$ cat config.mk
export PLATFORM = sky130hd
export DESIGN_NAME = truth_table_sampler
export DESIGN_NICKNAME = d
export VERILOG_FILES = /design/src/rtl/tt_pkg.sv /design/src/rtl/tt_settle_timer.sv /design/src/rtl/truth_table_sampler.sv
export SDC_FILE = /design/constraint.sdc
export NUM_CORES = 1
export LEC_CHECK = 0
export ABC_CLOCK_PERIOD_IN_PS = 3300
export BUFFER_PORTS_ARGS = -buffer_cell sky130_fd_sc_hd__buf_2
export CAP_MARGIN = 40
export CORE_MARGIN = 2
export CORE_UTILIZATION = 55
export CTS_CLUSTER_DIAMETER = 80
export DETAILED_ROUTE_END_ITERATION = 10
export GPL_TIMING_DRIVEN = 0
export PLACE_DENSITY = 0.81
export RECOVER_POWER = 50
export SLEW_MARGIN = 10
export SYNTH_ARGS = -nofsm -noshare
export SYNTH_HDL_FRONTEND = slang
export SYNTH_HIERARCHICAL = 1
export SYNTH_SLANG_ARGS = --single-unit
$ cat constraint.sdc
create_clock -name clk -period 3.3 [get_ports clk]
set_input_delay 0.66 -clock clk [delete_from_list [all_inputs] [get_ports clk]]
set_output_delay 0.66 -clock clk [all_outputs]
set_load 0.02 [all_outputs]
$ cat src/rtl/tt_pkg.sv
// Shared types and constants for the truth-table sampler and its settle timer.
package tt_pkg;

    typedef enum logic {
        IDLE  = 1'b0,
        SWEEP = 1'b1
    } tt_state_e;

    localparam int DEFAULT_SETTLE_CYCLES = 1;

    // Number of input vectors swept for an n-input primitive.
    function automatic int num_vec(input int n);
        return 1 << n;
    endfunction

endpackage

$ cat src/rtl/tt_settle_timer.sv
// Counts 0..SETTLE_CYCLES-1 while enabled and flags the last cycle of each hold window.
module tt_settle_timer
    import tt_pkg::*;
#(
    parameter int SETTLE_CYCLES = DEFAULT_SETTLE_CYCLES
) (
    input  logic clk,
    input  logic rst_n,
    input  logic load,
    input  logic enable,
    output logic window_end
);

    localparam int CW = (SETTLE_CYCLES > 1) ? $clog2(SETTLE_CYCLES) : 1;

    logic [CW-1:0] cnt_q;

    assign window_end = enable && (cnt_q == CW'(SETTLE_CYCLES - 1));

    // NOTE: sequential state uses non-blocking assignments so every register samples pre-edge values.
    always_ff @(posedge clk or negedge rst_n) begin
        if (!rst_n) begin
            cnt_q <= '0;
        end else if (load) begin
            cnt_q <= '0;
        end else if (enable) begin
            cnt_q <= window_end ? '0 : cnt_q + CW'(1);
        end
    end

endmodule

$ cat src/rtl/truth_table_sampler.sv
// Sweeps every input vector into a combinational DUT, rebuilds its minterm mask
// and compares it against an expected mask latched at start.
module truth_table_sampler
    import tt_pkg::*;
#(
    parameter int NUM_IN        = 3,
    parameter int SETTLE_CYCLES = DEFAULT_SETTLE_CYCLES
) (
    input  logic                        clk,
    input  logic                        rst_n,
    input  logic                        start,
    input  logic                        f_in,
    input  logic [num_vec(NUM_IN)-1:0]  expected_mask,
    output logic [NUM_IN-1:0]           abc_out,
    output logic                        busy,
    output logic                        done,
    output logic [num_vec(NUM_IN)-1:0]  minterm_mask,
    output logic                        match
);

    localparam int NV = num_vec(NUM_IN);

    tt_state_e          state_q, state_d;
    logic [NUM_IN-1:0]  idx_q, idx_d;
    logic [NV-1:0]      work_q, work_d;
    logic [NV-1:0]      exp_q, exp_d;
    logic [NV-1:0]      mask_q, mask_d;
    logic               busy_q, busy_d;
    logic               done_q, done_d;
    logic               match_q, match_d;
    logic               timer_load;
    logic               window_end;

    tt_settle_timer #(
        .SETTLE_CYCLES (SETTLE_CYCLES)
    ) u_settle_timer (
        .clk        (clk),
        .rst_n      (rst_n),
        .load       (timer_load),
        .enable     (state_q == SWEEP),
        .window_end (window_end)
    );

    // NOTE: every combinational output gets a default first, so no path can infer a latch.
    always_comb begin
        state_d    = state_q;
        idx_d      = idx_q;
        work_d     = work_q;
        exp_d      = exp_q;
        mask_d     = mask_q;
        busy_d     = busy_q;
        done_d     = 1'b0;
        match_d    = match_q;
        timer_load = 1'b0;

        case (state_q)
            IDLE: begin
                if (start) begin
                    state_d    = SWEEP;
                    busy_d     = 1'b1;
                    idx_d      = '0;
                    work_d     = '0;
                    exp_d      = expected_mask;
                    timer_load = 1'b1;
                end
            end
            SWEEP: begin
                if (window_end) begin
                    work_d[idx_q] = f_in;
                    if (idx_q == {NUM_IN{1'b1}}) begin
                        // Last vector: publish the mask including the bit just captured.
                        state_d = IDLE;
                        idx_d   = '0;
                        busy_d  = 1'b0;
                        done_d  = 1'b1;
                        mask_d  = work_d;
                        match_d = (work_d == exp_q);
                    end else begin
                        idx_d = idx_q + NUM_IN'(1);
                    end
                end
            end
            default: state_d = IDLE;
        endcase
    end

    always_ff @(posedge clk or negedge rst_n) begin
        if (!rst_n) begin
            state_q <= IDLE;
            idx_q   <= '0;
            work_q  <= '0;
            exp_q   <= '0;
            mask_q  <= '0;
            busy_q  <= 1'b0;
            done_q  <= 1'b0;
            match_q <= 1'b0;
        end else begin
            state_q <= state_d;
            idx_q   <= idx_d;
            work_q  <= work_d;
            exp_q   <= exp_d;
            mask_q  <= mask_d;
            busy_q  <= busy_d;
            done_q  <= done_d;
            match_q <= match_d;
        end
    end

    assign abc_out      = idx_q;
    assign busy         = busy_q;
    assign done         = done_q;
    assign minterm_mask = mask_q;
    assign match        = match_q;

endmodule

# [Word-level counts from Yosys, hierarchy flattened]
# Cells that the tools add are included.
[word_totals] reg_bits=32 inputBits=12 output_inout_bits=14 wordCells=52
[op_classes] add_sub_neg=2 n_lt_le_gt_ge=2 n_eq_ne=5 mux=25 bitwise=2 reduce_logical=7
[op_table] op="8-bit two-way mux" n=2
[op_table] op="8-bit one-hot mux with 2 select lines" n=1
[op_table] op="1-bit two-way mux" n=14
[op_table] op="3-bit two-way mux" n=3
[op_table] op="8-bit bitwise mux" n=1
[op_table] op="8-bit == test" n=1
[op_table] op="3-bit one-hot mux with 2 select lines" n=1
[op_table] op="3-bit AND reduction" n=2
[op_table] op="3-bit by 4-bit less-than comparator with 1-bit output (second input constant)" n=1
[op_table] op="2-bit by 1-bit != test with 1-bit output (second input constant)" n=2
[op_table] op="1-bit one-hot mux with 2 select lines" n=2
[op_table] op="2-bit AND reduction" n=2
[op_table] op="3-bit by 1-bit adder with 3-bit output (second input constant)" n=1
[op_table] op="1-bit demux with 3-bit select" n=1
[op_table] op="3-bit == test (second input constant)" n=1
[op_table] op="3-bit by 1-bit >= comparator with 1-bit output (second input constant)" n=1
[op_table] op="1-bit logical AND" n=2
[op_table] op="2-bit != test (second input constant)" n=1
[op_table] op="1-bit NOT" n=2
[op_table] op="2-bit nonzero test" n=1
[op_table] op="1-bit adder (second input constant)" n=1

# [Longest topological paths before layout]
# Gate-level depths: netlist (run 1).
[depth] ltp_word=7 mapped_depth=8 ltp_nobuf=6

# [By module]
# Netlist (run 1), hierarchy kept.
[by_module_without_submodules] module="truth_table_sampler" instances=1 cells_each=172 area_per_inst_um2=1615.3 seq_area_each_um2=775.7
[by_module_without_submodules] module="tt_settle_timer" instances=1 cells_each=3 area_per_inst_um2=46.3 seq_area_each_um2=25.0

# [Worst setup path after synthesis (run 1)]
# No wires, ideal clock.
[synth_timing] path_type="register -> register" from="reg state_q" to="reg match_q (netlist: match)" setup_ps=95 arrival_time_ps=1667 required_time_ps=3205 path_slack_ps=1538 path_stages_with_launch=9 path_buffers=3 period_less_slack_ps=1762 cell_sequence="dfrtp_1 -> and2b_2 -> and2_1 -> clkbuf_1 -> nand2_1 -> clkbuf_1 -> buf_2 -> nand2_1 -> o31ai_1"
[synth_between] elab_chain_len=2
[synth_lines] item="start, declared" line="truth_table_sampler.sv:23" text="tt_state_e state_q, state_d;"
[synth_lines] item="start signal, assigned" line="truth_table_sampler.sv:98" text="state_q <= state_d;"
[synth_lines] item="1-bit logical AND" line="tt_settle_timer.sv:18" text="assign window_end = enable && (cnt_q == CW'(SETTLE_CYCLES - 1));"
[synth_lines] item="net window_end" line="truth_table_sampler.sv:32" text="logic window_end;"
[synth_lines] item="3-bit AND reduction (no source line)"
[synth_lines] item="end signal, assigned" line="truth_table_sampler.sv:105" text="match_q <= match_d;"
[synth_lines] item="end, declared" line="truth_table_sampler.sv:30" text="logic match_q, match_d;"
# The timed path passes the listed nets, and every way through them passes these cells.
# A chain may end at the register's enable or synchronous reset.

# [Worst setup path in the final report (run 1)]
[layout_timing] from="reg state_q" to="reg mask_q[0] (netlist: minterm_mask[0])"
[layout_between] elab_chain_len=2
[layout_lines] item="1-bit logical AND" line="tt_settle_timer.sv:18"
[layout_lines] item="net window_end" line="truth_table_sampler.sv:32"
[layout_lines] item="3-bit AND reduction (no source line)"
[layout_lines] item="end signal, assigned" line="truth_table_sampler.sv:102" text="mask_q <= mask_d;"
[layout_lines] item="end, declared" line="truth_table_sampler.sv:27" text="logic [NV-1:0] mask_q, mask_d;"
# The timed path passes the listed nets, and every way through them passes these cells.

==> results.cfg, run 1 <==
[sta]
worst_pin_slew_ps = 1655
slew_violations = 33
setup_slack_ps = 1155
skew_ps = 17.14
relSlewSlack = -0.1034
finalCriticalPeriod_ps = 2145
period_share = 0.6499
fin_tns_setup_ps = 0
rsz0062_at_grt = no
holdWs_ps = 484.3
hold_violations = 0
setup_viol = 0
fmax_ghz = 0.4663

[clocking]
cts-hold-fix-buffers = 0
post_cts_resized = 0
cts_tree = built
postCtsSetupRepairBufs = 0
insertion_delay_ps = 340
clk_pin_slew_ps = 110
numCtsBuffers = 5
clock-root-buffer = clkbuf_4
cts_buffer_depth = 2
cts.sinks = 32
htreeDepth = 2

[synthesis]
synth_top_area_share = 0.4819
synthArstFlopShare = 1.000
synth_edf_count = 0
avgSynthCellArea_um2 = 9.495
synthesis.nets = 189
synth_flop_cell = dfrtp_1
syn-instance-count = 175
synth_area_mm2 = 0.001662
synth_area_leaders = dfrtp_1 (48%), nand2_1 (9.5%), mux2i_1 (4.8%), o21ai_1 (4.5%), xnor2_1 (2.1%)
yosys_warnings = 6
ys_types = 40
synth_most_common_cell = nand2_1
seq_area_frac_synth = 0.4819
synth_seq_cells = 32
yosysTopAreaCell = dfrtp_1
synthTopCellsByCount = nand2_1 (42), dfrtp_1 (32), o21ai_1 (15)

[outcome]
violations = DRC, capacitance limit, slew limit
status = finished, violations left

[final_layout]
n_antenna_cell = 0
layout-drive-gt1-share = 0.1875
nets = 221
syn_to_final_growth_pct = 14.23
post-route-util = 0.6766
nFillCells = 248

[global_route]
grt_util_met2 = 0.3921
grt_max_degree = 33
grt_usage = 0.2524
top_usage_layer = met2
grt_overflow = 0
gr-usage-met1 = 0.3237
antenna_found_initial = 0
grt_pass1_vias = 1363
grt_pass1_wl_mm = 6.361
met3_usage = 0.07473

[critical_path]
critPathSlowestCell = dfrtp_1
crit_path_end_kind = register
path_cells = and2b_1, and2_1, clkbuf_1, nand2_1, clkbuf_1, buf_2, nand2_1, o21ai_1
cp-start-kind = register
crit_family = buffers and inverters
path_max_fanout = 10
cpPeakStageDelay_ps = 470
crit_required_ps = 3550
worst_ep_arrival_time_ps = 2400
worstSetupPathType = reg -> reg
path_buf_inv = 3

[die]
die-area_mm2 = 0.003477
ios = 26
die_y_um = 58.97
rows = 19
die_w_um = 58.97
start_util = 0.5923
coreArea_mm2 = 0.002805

[route]
firstDrtPassIters = 7
ant_nets = 0
post-route-drc-count = 2
drt_iter0_drc = 71
num_vias = 1388
vias_per_cell = 5.808
wl_per_cell_um = 15.57
drt-total-wl_mm = 3.721

[power_and_ir_drop]
p_leak_nw = 0.9265
powerDensity_mw_per_mm2 = 1072
vdd_drop_max_v = 0.0005333
p_total_w = 0.002035

[job]
drv_cap = 1

[placement]
place.gp.congestion = 0.9448
pre_cts_ws_ps = 1198
port_buffers = 25
hpwl_mm = 2.782

[min_path]
hold_path_class = reg -> reg
[sequential cells by signal, indices dropped and copies added (netlist names)]
register              cells
work_q                    8
state_q                   1
abc_out                   3
exp_q                     8
minterm_mask              8
busy                      1
done                      1
u_settle_timer/cnt_q      1
match                     1
[final timing paths]
| path | startpoint | to | slack [ps] | cells past startpoint |
|---|---|---|---|---|
| worst max-delay path | state_q | minterm_mask[0] | 1160 | 8 |
| worst min-delay path | match | match | 480 | 2 |
| worst max register to register | state_q | minterm_mask[0] | 1160 | 8 |
| worst min register to register | match | match | 480 | 2 |
| max in group asynchronous | rst_n | exp_q[1] | 1600 | 1 |
| min in group asynchronous | rst_n | work_q[0] | 730 | 1 |
[routing by layer]
| layer | up-vias | part of all wire |
|---|---|---|
| met4 | 0 | 0.023 |
| met1 | 675 | 0.46 |
| li1 | 675 | - |
| met2 | 28 | 0.48 |
| met3 | 10 | 0.040 |
| met5 | - | 0 |
[logic make-up (layout without fill, tap and decap cells)]
logic type	after synthesis	count (layout)	share of synthesized area
and+or+nand+nor	74	74	0.2184
buffers and inverters	14	47	0.03539
AOI/OAI and AO/OA	37	37	0.1574
muxes	9	9	0.05497
DFF	32	32	0.4819
adders and majority gates	2	2	0.01506
xor gates and xnor gates	7	7	0.03690
[per-stage QoR]
stage                     std cells  area (µm²)
final                           239        1898
after global routing            239        1898
after global placement          231        1826
after CTS                       239        1902
after floorplan                 175        1662
after detailed placement        231        1826
[where the power goes]
part | switching, W | internal (W) | total (W)
clock network | 0.000135 | 0.000159 | 0.000294
registers | 0.000167 | 0.000555 | 0.000721
logic | 0.000600 | 0.000419 | 0.00102
total | 0.000903 | 0.00113 | 0.00203
[cell type report]
cell class                      instances  area (µm²)  share of cell area
Timing Repair Buffer                   25       123.9             0.06526
Inverter                                5       18.77            0.009888
Buffer                                  9       38.79             0.02044
Clock buffer                            6       41.29             0.02175
Multi-Input combinational cell        129       800.8              0.4219
Sequential cell                        32       800.8              0.4219
Tap cell                               31       38.79             0.02044
Clock inverter                          2       35.03             0.01846
[placed cells by master (no fill, tap or decap), types with 2 or more instances in the layout]
cell type and n:
clkbuf_4 5, nor3b_2 2, nand3b_1 2, inv_1 4, o32ai_1 2, o31ai_1 3, o21ai_0 2, clkbuf_1 7
a211oi_1 2, a32o_1 2, nand2b_1 3, a21oi_1 2, xnor2_1 4, and2_1 2, and3b_1 2, ha_1 2
nor2_1 7, xor2_1 3, mux2i_1 8, dfrtp_1 32, nand2_1 42, o21ai_1 15, a22o_1 2, nor4b_1 2
buf_2 28, nor3_1 3, nand3_1 4
[worst reg2reg max path: cells and delay by family, from the launching register on]
kind,cells,cell delay [ps]
flip-flops,1,470
buffers and inverters,3,870
AND/OR/NAND/NOR,4,630
AO/OA/AOI/OAI,1,90
Power figures use the tool's default switching activity.
==> run 2: changes to the inputs <==
--- a/config.mk
+++ b/config.mk
@@ -5,7 +5,7 @@
 export SDC_FILE = /design/constraint.sdc
 export NUM_CORES = 1
 export LEC_CHECK = 0
-export ABC_CLOCK_PERIOD_IN_PS = 3300
+export ABC_CLOCK_PERIOD_IN_PS = 2160
 export BUFFER_PORTS_ARGS = -buffer_cell sky130_fd_sc_hd__buf_2
 export CAP_MARGIN = 40
 export CORE_MARGIN = 2
==> constraint.sdc (replaced) <==
create_clock -name clk -period 2.16 [get_ports clk]
set_input_delay 0.432 -clock clk [delete_from_list [all_inputs] [get_ports clk]]
set_output_delay 0.432 -clock clk [all_outputs]
set_load 0.02 [all_outputs]
==> results.cfg, run 2 (synthesis results as in run 1) <==
[sta]
finalCriticalPeriod_ps = 1942
period_share = 0.8993
rsz0062_at_grt = no
hold_violations = 0
fmax_ghz = 0.5148
worst_pin_slew_ps = 1669
slew_violations = 33
fin_tns_setup_ps = 0
skew_ps = 18.11
holdWs_ps = 283.0
relSlewSlack = -0.1126
setup_viol = 0

[clocking]
clock-root-buffer = clkbuf_4
cts.sinks = 32
post_cts_resized = 0
htreeDepth = 2
cts-hold-fix-buffers = 0
cts_buffer_depth = 2
clk_pin_slew_ps = 110
numCtsBuffers = 5
cts_tree = built
insertion_delay_ps = 340
postCtsSetupRepairBufs = 0

[placement]
port_buffers = 25
hpwl_mm = 2.782
place.gp.congestion = 0.9448

[route]
ant_nets = 0
vias_per_cell = 5.815
drt_iter0_drc = 70
wl_per_cell_um = 15.62
firstDrtPassIters = 7
num_vias = 1384
drt-total-wl_mm = 3.717
post-route-drc-count = 2

[job]
drv_cap = 1

[die]
coreArea_mm2 = 0.002805
start_util = 0.5923
rows = 19
die_w_um = 58.97
die-area_mm2 = 0.003477
die_y_um = 58.97
ios = 26

[critical_path]
cp-start-kind = register
path_max_fanout = 9
worstSetupPathType = reg -> reg
worst_ep_arrival_time_ps = 2200
crit_required_ps = 2420
crit_path_end_kind = register

[power_and_ir_drop]
vdd_drop_max_v = 0.0007761
p_leak_nw = 0.9126
p_total_w = 0.003097
powerDensity_mw_per_mm2 = 1638

[outcome]
violations = DRC, capacitance limit, slew limit
status = finished, violations left

[global_route]
grt_pass1_vias = 1363
antenna_found_initial = 0
grt_max_degree = 33
grt_overflow = 0
grt_usage = 0.2524
grt_pass1_wl_mm = 6.361

[final_layout]
n_antenna_cell = 0
multi_input_area_um2 = 800.8
layout_common_cells = nand2_1 (42), dfrtp_1 (32), buf_2 (24)
syn_to_final_growth_pct = 13.78
layout-drive-gt1-share = 0.1739
regArea_um2 = 800.8
nFillCells = 249
nets = 220
layout_commonest_cell = nand2_1

[min_path]
hold_path_class = in -> reg
-- run 2: cell types whose count changed in the layout (fill, tap and decap cells not counted), sizes merged --
cell | previous run | this run
buf | 28 | 24
clkbuf | 12 | 15
-- run 2: where the power goes --
part	switching, W	internal (W)	total, W
Sequential	0.000256	0.000848	0.00110
Combinational	0.000914	0.000627	0.00154
Clock	0.000209	0.000243	0.000451
Total	0.00138	0.00172	0.00310
-- run 2: through the flow --
| step | util | area (µm²) | worst slack, ps | cells |
|---|---|---|---|---|
| 2_1_floorplan | - | 1662 | 397.8 | 175 |
| 3_3_place_gp | 0.6508 | 1826 | 100.5 | 231 |
| 3_5_place_dp | 0.6508 | 1826 | 58.21 | 231 |
| 4_1_cts | 0.6780 | 1902 | 26.22 | 239 |
| 5_1_grt | 0.6740 | 1891 | 54.85 | 238 |
| 6_report | 0.6740 | 1891 | 217.5 | 238 |
-- run 2: metal layers --
layer | track usage | vias up | routed length, µm
li1 | - | 673 | -
met4 | 0.1201 | 0 | 87
met5 | 0 | - | 0
met3 | 0.07473 | 10 | 152
met1 | 0.3237 | 670 | 1687
met2 | 0.3921 | 31 | 1789
-- run 2: final cells by class --
type / count / share of cell area
flip-flops and latches: 32 / 0.4236
multi-input cells: 129 / 0.4236
repair buffers: 25 / 0.06221
clock buffers: 6 / 0.02184
well taps: 31 / 0.02052
plain buffers: 8 / 0.01985
clock inverters: 2 / 0.01853
inverters: 5 / 0.009927
-- run 2: final timing paths --
kind | from | end | slack (ps) | cells after the start
max in group asynchronous | rst_n | exp_q[1] | 670 | 1
worst max register to register | abc_out[2] | match | 220 | 5
worst min-delay path | expected_mask[4] | exp_q[4] | 280 | 3
min in group asynchronous | rst_n | work_q[0] | 510 | 1
worst min register to register | match | match | 480 | 2
worst max-delay path | abc_out[2] | match | 220 | 5
-- run 2: critical path, cell delays in order (launching register included) --
cell and delay [ps]:
dfrtp_1 490, nor3_1 570, o32ai_1 190, a211oi_1 210, nand4_1 160, o31ai_1 250
